### src/rtl/spi_minion_pkt_shifter.sv
// SPI minion physical layer: samples raw SPI pins, deserialises one packet per cs frame and
// serialises to_master onto miso. Define SPI_MINION_SHIFTER_SYNC_EN for two-flop pin synchronizers.
module spi_minion_pkt_shifter #(
    parameter int unsigned pack_size = 32
) (
    input  logic                 clk,
    input  logic                 reset,
    input  logic                 cs,
    input  logic                 sclk,
    input  logic                 mosi,
    output logic                 miso,
    output logic                 serve,
    output logic                 hard_msg,
    output logic                 seize,
    output logic [pack_size-1:0] from_master,
    input  logic [pack_size-1:0] to_master
);

    localparam int unsigned CntW = $clog2(pack_size) + 1;
    localparam logic [CntW-1:0] CntFull = CntW'(pack_size);
    localparam logic [CntW-1:0] CntSat  = CntW'(pack_size + 1);

    typedef enum logic [0:0] {StIdle, StActive} state_e;

    logic cs_s_q, sclk_s_q, mosi_s_q;

`ifdef SPI_MINION_SHIFTER_SYNC_EN
    logic cs_meta_q, sclk_meta_q, mosi_meta_q;

    always_ff @(posedge clk or negedge reset) begin
        if (!reset) begin
            cs_meta_q   <= 1'b1;
            sclk_meta_q <= 1'b1;
            mosi_meta_q <= 1'b0;
            cs_s_q      <= 1'b1;
            sclk_s_q    <= 1'b1;
            mosi_s_q    <= 1'b0;
        end else begin
            cs_meta_q   <= cs;
            sclk_meta_q <= sclk;
            mosi_meta_q <= mosi;
            cs_s_q      <= cs_meta_q;
            sclk_s_q    <= sclk_meta_q;
            mosi_s_q    <= mosi_meta_q;
        end
    end
`else
    always_ff @(posedge clk or negedge reset) begin
        if (!reset) begin
            cs_s_q   <= 1'b1;
            sclk_s_q <= 1'b1;
            mosi_s_q <= 1'b0;
        end else begin
            cs_s_q   <= cs;
            sclk_s_q <= sclk;
            mosi_s_q <= mosi;
        end
    end
`endif

    // Previous-level copies plus registered edge strobes; mosi is delayed to stay aligned with
    // the sclk_rise strobe it is captured on.
    logic cs_p_q, sclk_p_q;
    logic cs_fall_q, cs_rise_q, sclk_rise_q, sclk_fall_q, mosi_e_q;

    always_ff @(posedge clk or negedge reset) begin
        if (!reset) begin
            cs_p_q      <= 1'b1;
            sclk_p_q    <= 1'b1;
            cs_fall_q   <= 1'b0;
            cs_rise_q   <= 1'b0;
            sclk_rise_q <= 1'b0;
            sclk_fall_q <= 1'b0;
            mosi_e_q    <= 1'b0;
        end else begin
            cs_p_q      <= cs_s_q;
            sclk_p_q    <= sclk_s_q;
            cs_fall_q   <= cs_p_q & ~cs_s_q;
            cs_rise_q   <= ~cs_p_q & cs_s_q;
            sclk_rise_q <= ~sclk_p_q & sclk_s_q;
            sclk_fall_q <= sclk_p_q & ~sclk_s_q;
            mosi_e_q    <= mosi_s_q;
        end
    end

    state_e               state_q;
    logic [pack_size-1:0] rx_q, tx_q, from_master_q;
    logic [CntW-1:0]      bit_cnt_q;
    logic                 serve_q, hard_msg_q, seize_q;

    always_ff @(posedge clk or negedge reset) begin
        if (!reset) begin
            state_q       <= StIdle;
            rx_q          <= '0;
            tx_q          <= '0;
            from_master_q <= '0;
            bit_cnt_q     <= '0;
            serve_q       <= 1'b0;
            hard_msg_q    <= 1'b0;
            seize_q       <= 1'b0;
        end else begin
            serve_q    <= 1'b0;
            hard_msg_q <= 1'b0;
            seize_q    <= 1'b0;
            unique case (state_q)
                StIdle: begin
                    if (cs_fall_q) begin
                        tx_q      <= to_master;
                        seize_q   <= 1'b1;
                        bit_cnt_q <= '0;
                        state_q   <= StActive;
                    end
                end
                StActive: begin
                    // cs edges win over any sclk edge seen in the same cycle
                    if (cs_rise_q) begin
                        serve_q <= 1'b1;
                        state_q <= StIdle;
                        if (bit_cnt_q == CntFull) begin
                            from_master_q <= rx_q;
                        end else begin
                            hard_msg_q <= 1'b1;
                        end
                    end else if (!cs_fall_q) begin
                        if (sclk_rise_q) begin
                            rx_q <= {rx_q[pack_size-2:0], mosi_e_q};
                            if (bit_cnt_q != CntSat) begin
                                bit_cnt_q <= bit_cnt_q + 1'b1;
                            end
                        end else if (sclk_fall_q) begin
                            tx_q <= {tx_q[pack_size-2:0], 1'b0};
                        end
                    end
                end
                default: state_q <= StIdle;
            endcase
        end
    end

    assign miso        = tx_q[pack_size-1];
    assign serve       = serve_q;
    assign hard_msg    = hard_msg_q;
    assign seize       = seize_q;
    assign from_master = from_master_q;

endmodule

### config.mk
export PLATFORM = sky130hd
export DESIGN_NAME = spi_minion_pkt_shifter
export DESIGN_NICKNAME = d
export VERILOG_FILES = /design/src/rtl/spi_minion_pkt_shifter.sv
export SDC_FILE = /design/constraint.sdc
export NUM_CORES = 1
export LEC_CHECK = 0
export ABC_AREA = 1
export ABC_CLOCK_PERIOD_IN_PS = 1700
export CAP_MARGIN = 15
export CELL_PAD_IN_SITES_DETAIL_PLACEMENT = 1
export CELL_PAD_IN_SITES_GLOBAL_PLACEMENT = 1
export CORE_UTILIZATION = 41
export CTS_BUF_LIST = sky130_fd_sc_hd__clkbuf_16
export CTS_CLUSTER_SIZE = 16
export DETAILED_ROUTE_END_ITERATION = 10
export GPL_TIMING_DRIVEN = 0
export PLACE_DENSITY = 0.79
export SYNTH_ARGS = -nofsm -noshare
export SYNTH_HDL_FRONTEND = slang
export SYNTH_SLANG_ARGS = --single-unit
### constraint.sdc
create_clock -name clk -period 1.7 [get_ports clk]
set_clock_uncertainty 0.05 [all_clocks]
set_input_delay 0.255 -clock clk [delete_from_list [all_inputs] [get_ports clk]]
set_output_delay 0.255 -clock clk [all_outputs]
set_load 0.02 [all_outputs]
# Yosys cells after proc, flatten, opt, wreduce, memory -nomap -nowiden
# Cells that the tools add are included.
[totals]
reg_bits = 116
output_inout_bits = 36
word_cells = 64
[op_classes]
n_addsub = 1
n_eq_ne = 9
n_mux = 21
bitwise = 11
reduce_logical = 4
[op_table]
columns = ["op", "count"]
rows = [
  ["$mux 32", 5],
  ["$pmux 32 s2", 1],
  ["$mux 6", 5],
  ["$ne 2x2->1 const B", 6],
  ["$pmux 6 s2", 1],
  ["$reduce_and 5->1", 2],
  ["$mux 1", 8],
  ["$not 1->1", 7],
  ["$add 6x1->6 const B", 1],
  ["$eq 6x6->1 const B", 1],
  ["$ne 6x6->1 const B", 1],
  ["$and 1x1->1", 4],
  ["$reduce_and 4->1", 1],
  ["$reduce_and 3->1", 1],
  ["$ne 2x1->1 const B", 1],
  ["$pmux 1 s2", 1],
]

# Depth between registers and ports, before layout
# Gate-level depths: netlist of run 1.
[logic_depth]
ltp_word = 6
depth_mapped = 9
mapped_depth_nobuf = 7

# Worst setup path after synthesis of run 1
# OpenSTA, ideal clock, no wires.
[synth_path]
kind = "reg-to-reg"
start = "reg bit_cnt_q[0]"
end = "reg from_master_q[22] (netlist: from_master[22])"
setup_ns = 0.121
t_arrival_ns = 1.196
setup_slack_ns = 0.333
path_stages_with_launch = 7
n_path_buf = 1
cell_sequence = "dfrtp_1 > inv_1 > ha_1 > and3_4 > nand2_4 > buf_6 > o21ai_1"
[synth_via]
elab_chain_cells = 2
[synth_rtl]
columns = ["element", "line", "rtl"]
rows = [
  ["start: declaration", "88", "logic [CntW-1:0] bit_cnt_q;"],
  ["start signal: assignment", "128", "bit_cnt_q <= bit_cnt_q + 1'b1;"],
  ["$eq 6x6->1", "119", "if (bit_cnt_q == CntFull) begin"],
  ["$reduce_and 3->1 (no line)", "--", ""],
  ["end signal: assignment", "120", "from_master_q <= rx_q;"],
  ["end: declaration", "87", "logic [pack_size-1:0] rx_q, tx_q, from_master_q;"],
]
# No other way between the ends.
# A chain may end at the register's enable or synchronous reset.

# Final worst setup path of run 1
[layout_path]
start = "reg from_master_q[5] (netlist: from_master[5])"
end = "out from_master[5]"
[layout_lines]
columns = ["element", "line", "rtl"]
rows = [
  ["end: declaration", "15", "output logic [pack_size-1:0] from_master,"],
]
# No word-level cell between the ends.

==> results of run 1 <==
==> per-stage QoR <==
step,power (W),util [%],instance area [um2],TNS [ns]
3_5_place_dp,0.00481,50.7,5870,0
6_report,0.00826,56.0,6470,0
4_1_cts,0.00837,55.6,6430,0
3_3_place_gp,0.00471,50.5,5840,-477.39
5_1_grt,0.00869,56.0,6470,0
2_1_floorplan,0.00432,-,4940,0
==> synthesized netlist by cell type <==
cell / n / area (um2)
o21bai_1: 1 / 7.51
nand4_1: 3 / 18.8
ha_1: 3 / 37.5
inv_1: 69 / 259
inv_2: 1 / 3.75
xor2_1: 1 / 8.76
nand2_1: 156 / 586
o21ai_0: 84 / 420
or2_2: 1 / 6.26
buf_2: 7 / 35.0
buf_4: 2 / 15.0
buf_6: 7 / 78.8
o21ai_2: 32 / 280
dfrtp_1: 112 / 2800
inv_4: 1 / 6.26
dfstp_2: 4 / 105
nor2_1: 8 / 30.0
clkinv_1: 1 / 3.75
o21ai_1: 10 / 50.1
clkbuf_1: 8 / 30.0
a21oi_1: 2 / 10.0
nand3_2: 1 / 10.0
nand3_1: 8 / 40.0
and3_4: 1 / 11.3
nand2_4: 2 / 22.5
buf_12: 2 / 40.0
nor2_2: 3 / 18.8
==> path summary, 6_finish.rpt <==
path / endpoint / slack [ns] / cells past startpoint
max in group asynchronous: from_master[18]$_DFFE_PN0P_ / 0.59 / 3
min in group asynchronous: tx_q[3]$_DFFE_PN0P_ / 0.30 / 2
min: sclk_s_q$_DFF_PN1_ / 0.20 / 1
min reg2reg: mosi_e_q$_DFF_PN0_ / 0.30 / 0
max reg2reg: from_master[20]$_DFFE_PN0P_ / 0.12 / 7
max: from_master[5] / 0.04 / 1
==> cells by family (layout without fill, tap and decap cells) <==
logic type               after synthesis  in the layout
AO/OA/AOI/OAI                        129            129
XOR/XNOR                               1              1
adder cells (fa/ha/maj)                3              3
buffers and inverters                 98            204
flip-flops                           116            116
AND/OR/NAND/NOR                      183            183
==> final cells by class <==
class,instances,share of cell area (%)
multi-input combinational,316,24.1
tap,143,2.76
timing repair buffer,74,12.2
sequential,116,44.9
clock inverter,15,2.26
clock buffer,17,6.57
buffer,26,3.07
inverter,72,4.21
==> sequential cells by signal, indices dropped and copies added, names as in the netlist <==
name and flops:
mosi_e_q 1, serve 1, rx_q 32, seize 1, cs_s_q 1, cs_rise_q 1, hard_msg 1, state_q 1
bit_cnt_q 6, sclk_s_q 1, cs_p_q 1, mosi_s_q 1, sclk_p_q 1, from_master 32, sclk_rise_q 1, sclk_fall_q 1
cs_fall_q 1, tx_q 32
==> what timing repair did <==
item | CTS | global route
gates cloned | 0 | 0
resized for setup | 12 | 17
hold buffers | 1 | 0
hold endpoints to repair | 41 | 0
endpoints found under the setup margin | 12 | 17
==> layer usage <==
metal | global-route usage (%) | vias up | routed length (um) | part of all wire, %
met5 | 0 | - | 0 | 0
li1 | - | 1853 | - | -
met2 | 36.9 | 78 | 6100 | 51
met1 | 24.1 | 1911 | 5030 | 42
met4 | 9.28 | 0 | 224 | 1.9
met3 | 5.39 | 22 | 590 | 4.9
==> where the power goes <==
part / switching [W] / total, W / internal, W
clock network: 0.00121 / 0.00347 / 0.00225
logic: 0.000879 / 0.00140 / 0.000518
registers: 0.000192 / 0.00340 / 0.00320
total: 0.00228 / 0.00826 / 0.00598
==> metrics.md, run 1 <==
| Metric | Value |
|---|---|
| First-pass GRT wire length | 20.5 mm |
| DRT Pass-1 Iters | 7 |
| Final worst path period share | 97.4% |
| Largest net degree at the start of global routing | 72 |
| CP Capture Type | output pin |
| Share of cells above drive strength 1 | 14.6% |
| Crit path buf inv count | 1 |
| Synth Net Count | 570 |
| Routed WL | 11.9 mm |
| CP startpoint | from_master[5]$_DFFE_PN0P_ |
| Initial drt markers | 126 |
| # setup viols final | 0 |
| Final Wtd Congestion | 0.821 |
| DRC Markers | 7 |
| Die area | 12500 um2 |
| Fin. max-slew vios | 0 |
| Mapped Area | 4940 um2 |
| Leading cell type in the layout, fill and taps excluded | nand2_1 |
| Xor-xnor portion of the synthesized cell area | 0.177% |
| CP max stage cell | clkdlybuf4s50_1 |
| Antenna cells | 0 |
| CP Max Fanout | 2 |
| Number of failing hold endpoints at the final stage | 0 |
| Port bufs | 72 |
| Final ANT Viol Nets | 0 |
| Total number of vias | 3864 |
| Die H | 112 um |
| Avg Cell Area, Syn | 9.32 um2 |
| Rows | 39 |
| GRT Total Usage | 21.0% |
| Sink Count | 116 |
| Worst-path cell chain | clkdlybuf4s50_1 |
| Synth Area in Adders | 0.760% |
| Worst Path Required | 1.39 ns |
| CTS tree | yes |
| Failing checks | design-rule violations |
| Worst hold slack | 0.203 ns |
| WP data arrival | 1.35 ns |
| Initial antenna violation count | 0 |
| Sequential share of the synthesized area | 58.9% |
| Max frequency | 0.604 GHz |
| Worst R2R Start | bit_cnt_q[0]$_DFFE_PN0P_ |
| Worst-margin pin slew | 0.454 ns |
| Post-synthesis mux area share | 0% |
| Initial Utilization | 42.7% |
| Worst hold path type | in2reg |
| Simple-Gate Fraction of Synth Area | 15.1% |
| Final net count | 663 |
| H-tree depth | 4 |
| Slew HR | 69.8% |
| Setup CP Type | reg2out |
| Longest Clk Path Bufs | 2 |
| WL per Instance | 15.3 um |
| Sequential standard cell area | 2910 um2 |
| Pwr/cell area | 1280 nW/um2 |
| YS warnings | 0 |
| MaxCap Viol Count | 0 |
| HPWL after DPL | 8.02 mm |
| I/O pins | 73 |
| Multi-input logic area | 1560 um2 |
| Crit path max-delay family | buffers and inverters |
| Worst skew pair latency | 0.41 ns |
| Run status | finished, violations left |
| Syn-to-layout area delta | 31.1% |
| Fill count | 1318 |
| Seq cells post-synth | 116 |
| Hold Path Origin | sclk |
| Startpoint Class | register |
| Non-filler cells in the finished layout | 779 |
| Total CTS buffers | 17 |
| Dpl ws | 0.130 ns |
| RSZ-0062 raised after global routing | no |
| Min Tclk post-route | 1.66 ns |
| GR Overflow Total | 0 |
| Core box area | 11600 um2 |
| Postcts setup bufs | 0 |
| Yosys cell types | 27 |
| Via-to-Cell Ratio | 4.96 |
| Register clock-pin slew on the reported worst setup and hold paths | 0.05 ns |
| Crit-path max cell delay | 0.60 ns |
| Synth Area in Compound Gates | 15.6% |
| Synth Instances | 530 |
| Main combinational cell family by area after synthesis | compound AO/OA/AOI/OAI gates |
| Setup ws final | 0.0440 ns |
| Highest-count cells in the layout ignoring fill and taps | 156 x nand2_1, 112 x dfrtp_1, 84 x o21ai_0 |
| Number of instances in the placed design | 746 |
| Worst vdd ir | 0.785 mV |
| Clk root buf | clkbuf_16 |
| Vias in the first global route | 4304 |
| LEAKAGE | 3.29 nW |
| Die width | 112 um |
No activity file was read; power rests on OpenSTA's default activity.
==> run 2, diff against run 1 <==
Settings changed: CORE_UTILIZATION 41 to 48, DONT_BUFFER_PORTS set to 1.
==> metrics.md, run 2 (synthesis gave the netlist of run 1 again) <==
| Metric | Value |
|---|---|
| Run status | finished, violations left (unchanged) |
| Failing checks | negative hold slack (was design-rule violations) |
| Worst hold slack | -0.511 ns (was 0.203 ns) |
| DRT Pass-1 Iters | 4 (was 7) |
| Via-to-Cell Ratio | 5.11 (was 4.96) |
| Total number of vias | 3569 (was 3864) |
| Startpoint Class | register (unchanged) |
| Longest Clk Path Bufs | 2 (unchanged) |
| HPWL after DPL | 7.16 mm (was 8.02 mm) |
| Leading cell type in the layout, fill and taps excluded | nand2_1 (unchanged) |
| Worst R2R Start | bit_cnt_q[0]$_DFFE_PN0P_ (unchanged) |
| Die area | 10700 um2 (was 12500 um2) |
| Sink Count | 116 (unchanged) |
| CP Max Fanout | 10 (was 2) |
| Die H | 103 um (was 112 um) |
| Pwr/cell area | 1460 nW/um2 (was 1280 nW/um2) |
| MaxCap Viol Count | 0 (unchanged) |
| WP data arrival | 1.82 ns (was 1.35 ns) |
| Crit path buf inv count | 2 (was 1) |
| Final ANT Viol Nets | 0 (unchanged) |
| Postcts setup bufs | 0 (unchanged) |
| Number of failing hold endpoints at the final stage | 116 (was 0) |
| Final net count | 594 (was 663) |
| CTS tree | yes (unchanged) |
| Min Tclk post-route | 1.57 ns (was 1.66 ns) |
| Routed WL | 11.4 mm (was 11.9 mm) |
| Tot Pwr | 0.00841 W (was 0.00826 W) |
| Reg2reg setup slack | 0.13 ns (was 0.12 ns) |
| H-tree depth | 4 (unchanged) |
| # setup viols final | 0 (unchanged) |
| Worst vdd ir | 0.683 mV (was 0.785 mV) |
| Vias in the first global route | 3794 (was 4304) |
| I/O pins | 73 (unchanged) |
| Initial antenna violation count | 0 (unchanged) |
| Highest-count cells in the layout ignoring fill and taps | 156 x nand2_1, 111 x dfrtp_1, 84 x o21ai_0 (was 156 x nand2_1, 112 x dfrtp_1, 84 x o21ai_0) |
| Initial Utilization | 50.1% (was 42.7%) |
| Share of cells above drive strength 1 | 16.1% (was 14.6%) |
| RR Endpoint | from_master[29]$_DFFE_PN0P_ (was from_master[20]$_DFFE_PN0P_) |
| Register clock-pin slew on the reported worst setup and hold paths | 0.05 ns (about the same) |
| Worst-margin pin slew | 0.440 ns (was 0.454 ns) |
| Final worst path period share | 92.6% (was 97.4%) |
| CP startpoint | bit_cnt_q[0]$_DFFE_PN0P_ (was from_master[5]$_DFFE_PN0P_) |
| Setup ws final | 0.126 ns (was 0.0440 ns) |
| Syn-to-layout area delta | 17.0% (was 31.1%) |
| First-pass GRT wire length | 18.7 mm (was 20.5 mm) |
| Initial drt markers | 157 (was 126) |
| Rows | 36 (was 39) |
| Setup CP Type | reg2reg (was reg2out) |
| Total CTS buffers | 17 (unchanged) |
| Antenna cells | 0 (unchanged) |
| Largest net degree at the start of global routing | 117 (was 72) |
| Crit-path max cell delay | 0.46 ns (was 0.60 ns) |
| Crit path max-delay family | flip-flops (was buffers and inverters) |
| Fill count | 1093 (was 1318) |
| GRT Total Usage | 23.6% (was 21.0%) |
| Fin. max-slew vios | 0 (unchanged) |
| RSZ-0062 raised after global routing | yes (was no) |
| Worst skew pair latency | 0.41 ns (about the same) |
| WL per Instance | 16.3 um (was 15.3 um) |
| Sum Neg Setup Slack | 0 ns (unchanged) |
| Max frequency | 0.636 GHz (was 0.604 GHz) |
| Worst path depth | 7 (was 1) |
| Dpl ws | 0.0984 ns (was 0.130 ns) |
| CP Capture Point | from_master[29]$_DFFE_PN0P_ (was from_master[5]) |
| Worst hold path type | in2async (was in2reg) |
| Final Wtd Congestion | 0.681 (was 0.821) |
| Die width | 103 um (was 112 um) |
| Worst Path Required | 1.95 ns (was 1.39 ns) |
| DRC Markers | 0 (was 7) |
| CP max stage cell | dfrtp_2 (was clkdlybuf4s50_1) |
| GR Overflow Total | 0 (unchanged) |
| Clk root buf | clkbuf_16 (unchanged) |
| Port bufs | 0 (was 72) |
| Reg2Reg Depth | 7 (unchanged) |
| CTS Hold Bufs | 5 (was 1) |
| LEAKAGE | 2.67 nW (was 3.29 nW) |
| CP Capture Type | register (was output pin) |
| Core box area | 9860 um2 (was 11600 um2) |
| Slew HR | 70.7% (was 69.8%) |
| Worst-path cell chain | inv_1, ha_1, and3_4, nand2_4, buf_6, nand2_1, o21ai_2 (was clkdlybuf4s50_1) |
run 2: cell types whose count changed in the layout (fill, tap and decap cells not counted), sizes merged, moves of 4 or more:
cell | previous run | this run
dlygate4sd2 | 12 | 0
dlymetal6s2s | 17 | 0
dlygate4sd3 | 1 | 5
clkdlybuf4s50 | 42 | 0
clkinv | 11 | 6
run 2: final cells by class:
class,count,area [um2],area share [%]
Sequential cell,116,2910,50.4
Multi-Input combinational cell,316,1560,27.0
Clock buffer,17,425,7.36
Inverter,72,273,4.72
Buffer,26,201,3.49
Clock inverter,14,194,3.36
Tap cell,133,166,2.88
Timing Repair Buffer,5,50.0,0.866
run 2: through the flow:
step	cells	instance area [um2]	util (%)
floorplan	530	4940	-
global placement	663	5100	51.7
detailed placement	663	5100	51.7
CTS	699	5770	58.5
global route	699	5780	58.6
finish	699	5780	58.6
run 2: layer usage:
layer  wire length, um  part of all wire, %  vias up  global-route usage, %
met5                 0                    0        -                      0
met4               254                  2.2        0                   9.10
met3               523                  4.6       20                   7.12
met2              5910                   52       74                   40.4
met1              4710                   41     1764                   28.0
li1                  -                    -     1711                      -
run 2: timing repair:
item,CTS,global route
setup endpoints to repair,0,24
gates resized for setup,0,3
endpoints found under the hold margin,121,116
run 2: how the worst min path moves through the flow:
stage               slack (ns)  cells past startpoint                          to
floorplan                -0.09                      0    bit_cnt_q[0]$_DFFE_PN0P_
global placement         -0.09                      0    bit_cnt_q[3]$_DFFE_PN0P_
detailed placement       -0.09                      0    bit_cnt_q[2]$_DFFE_PN0P_
CTS                      -0.52                      0         tx_q[0]$_DFFE_PN0P_
global route             -0.53                      0         tx_q[0]$_DFFE_PN0P_
finish                   -0.51                      0  from_master[5]$_DFFE_PN0P_
run 2: power by group:
part / internal, W / switching [W]
logic: 0.000430 / 0.000780
clock network: 0.00256 / 0.00122
registers: 0.00320 / 0.000214
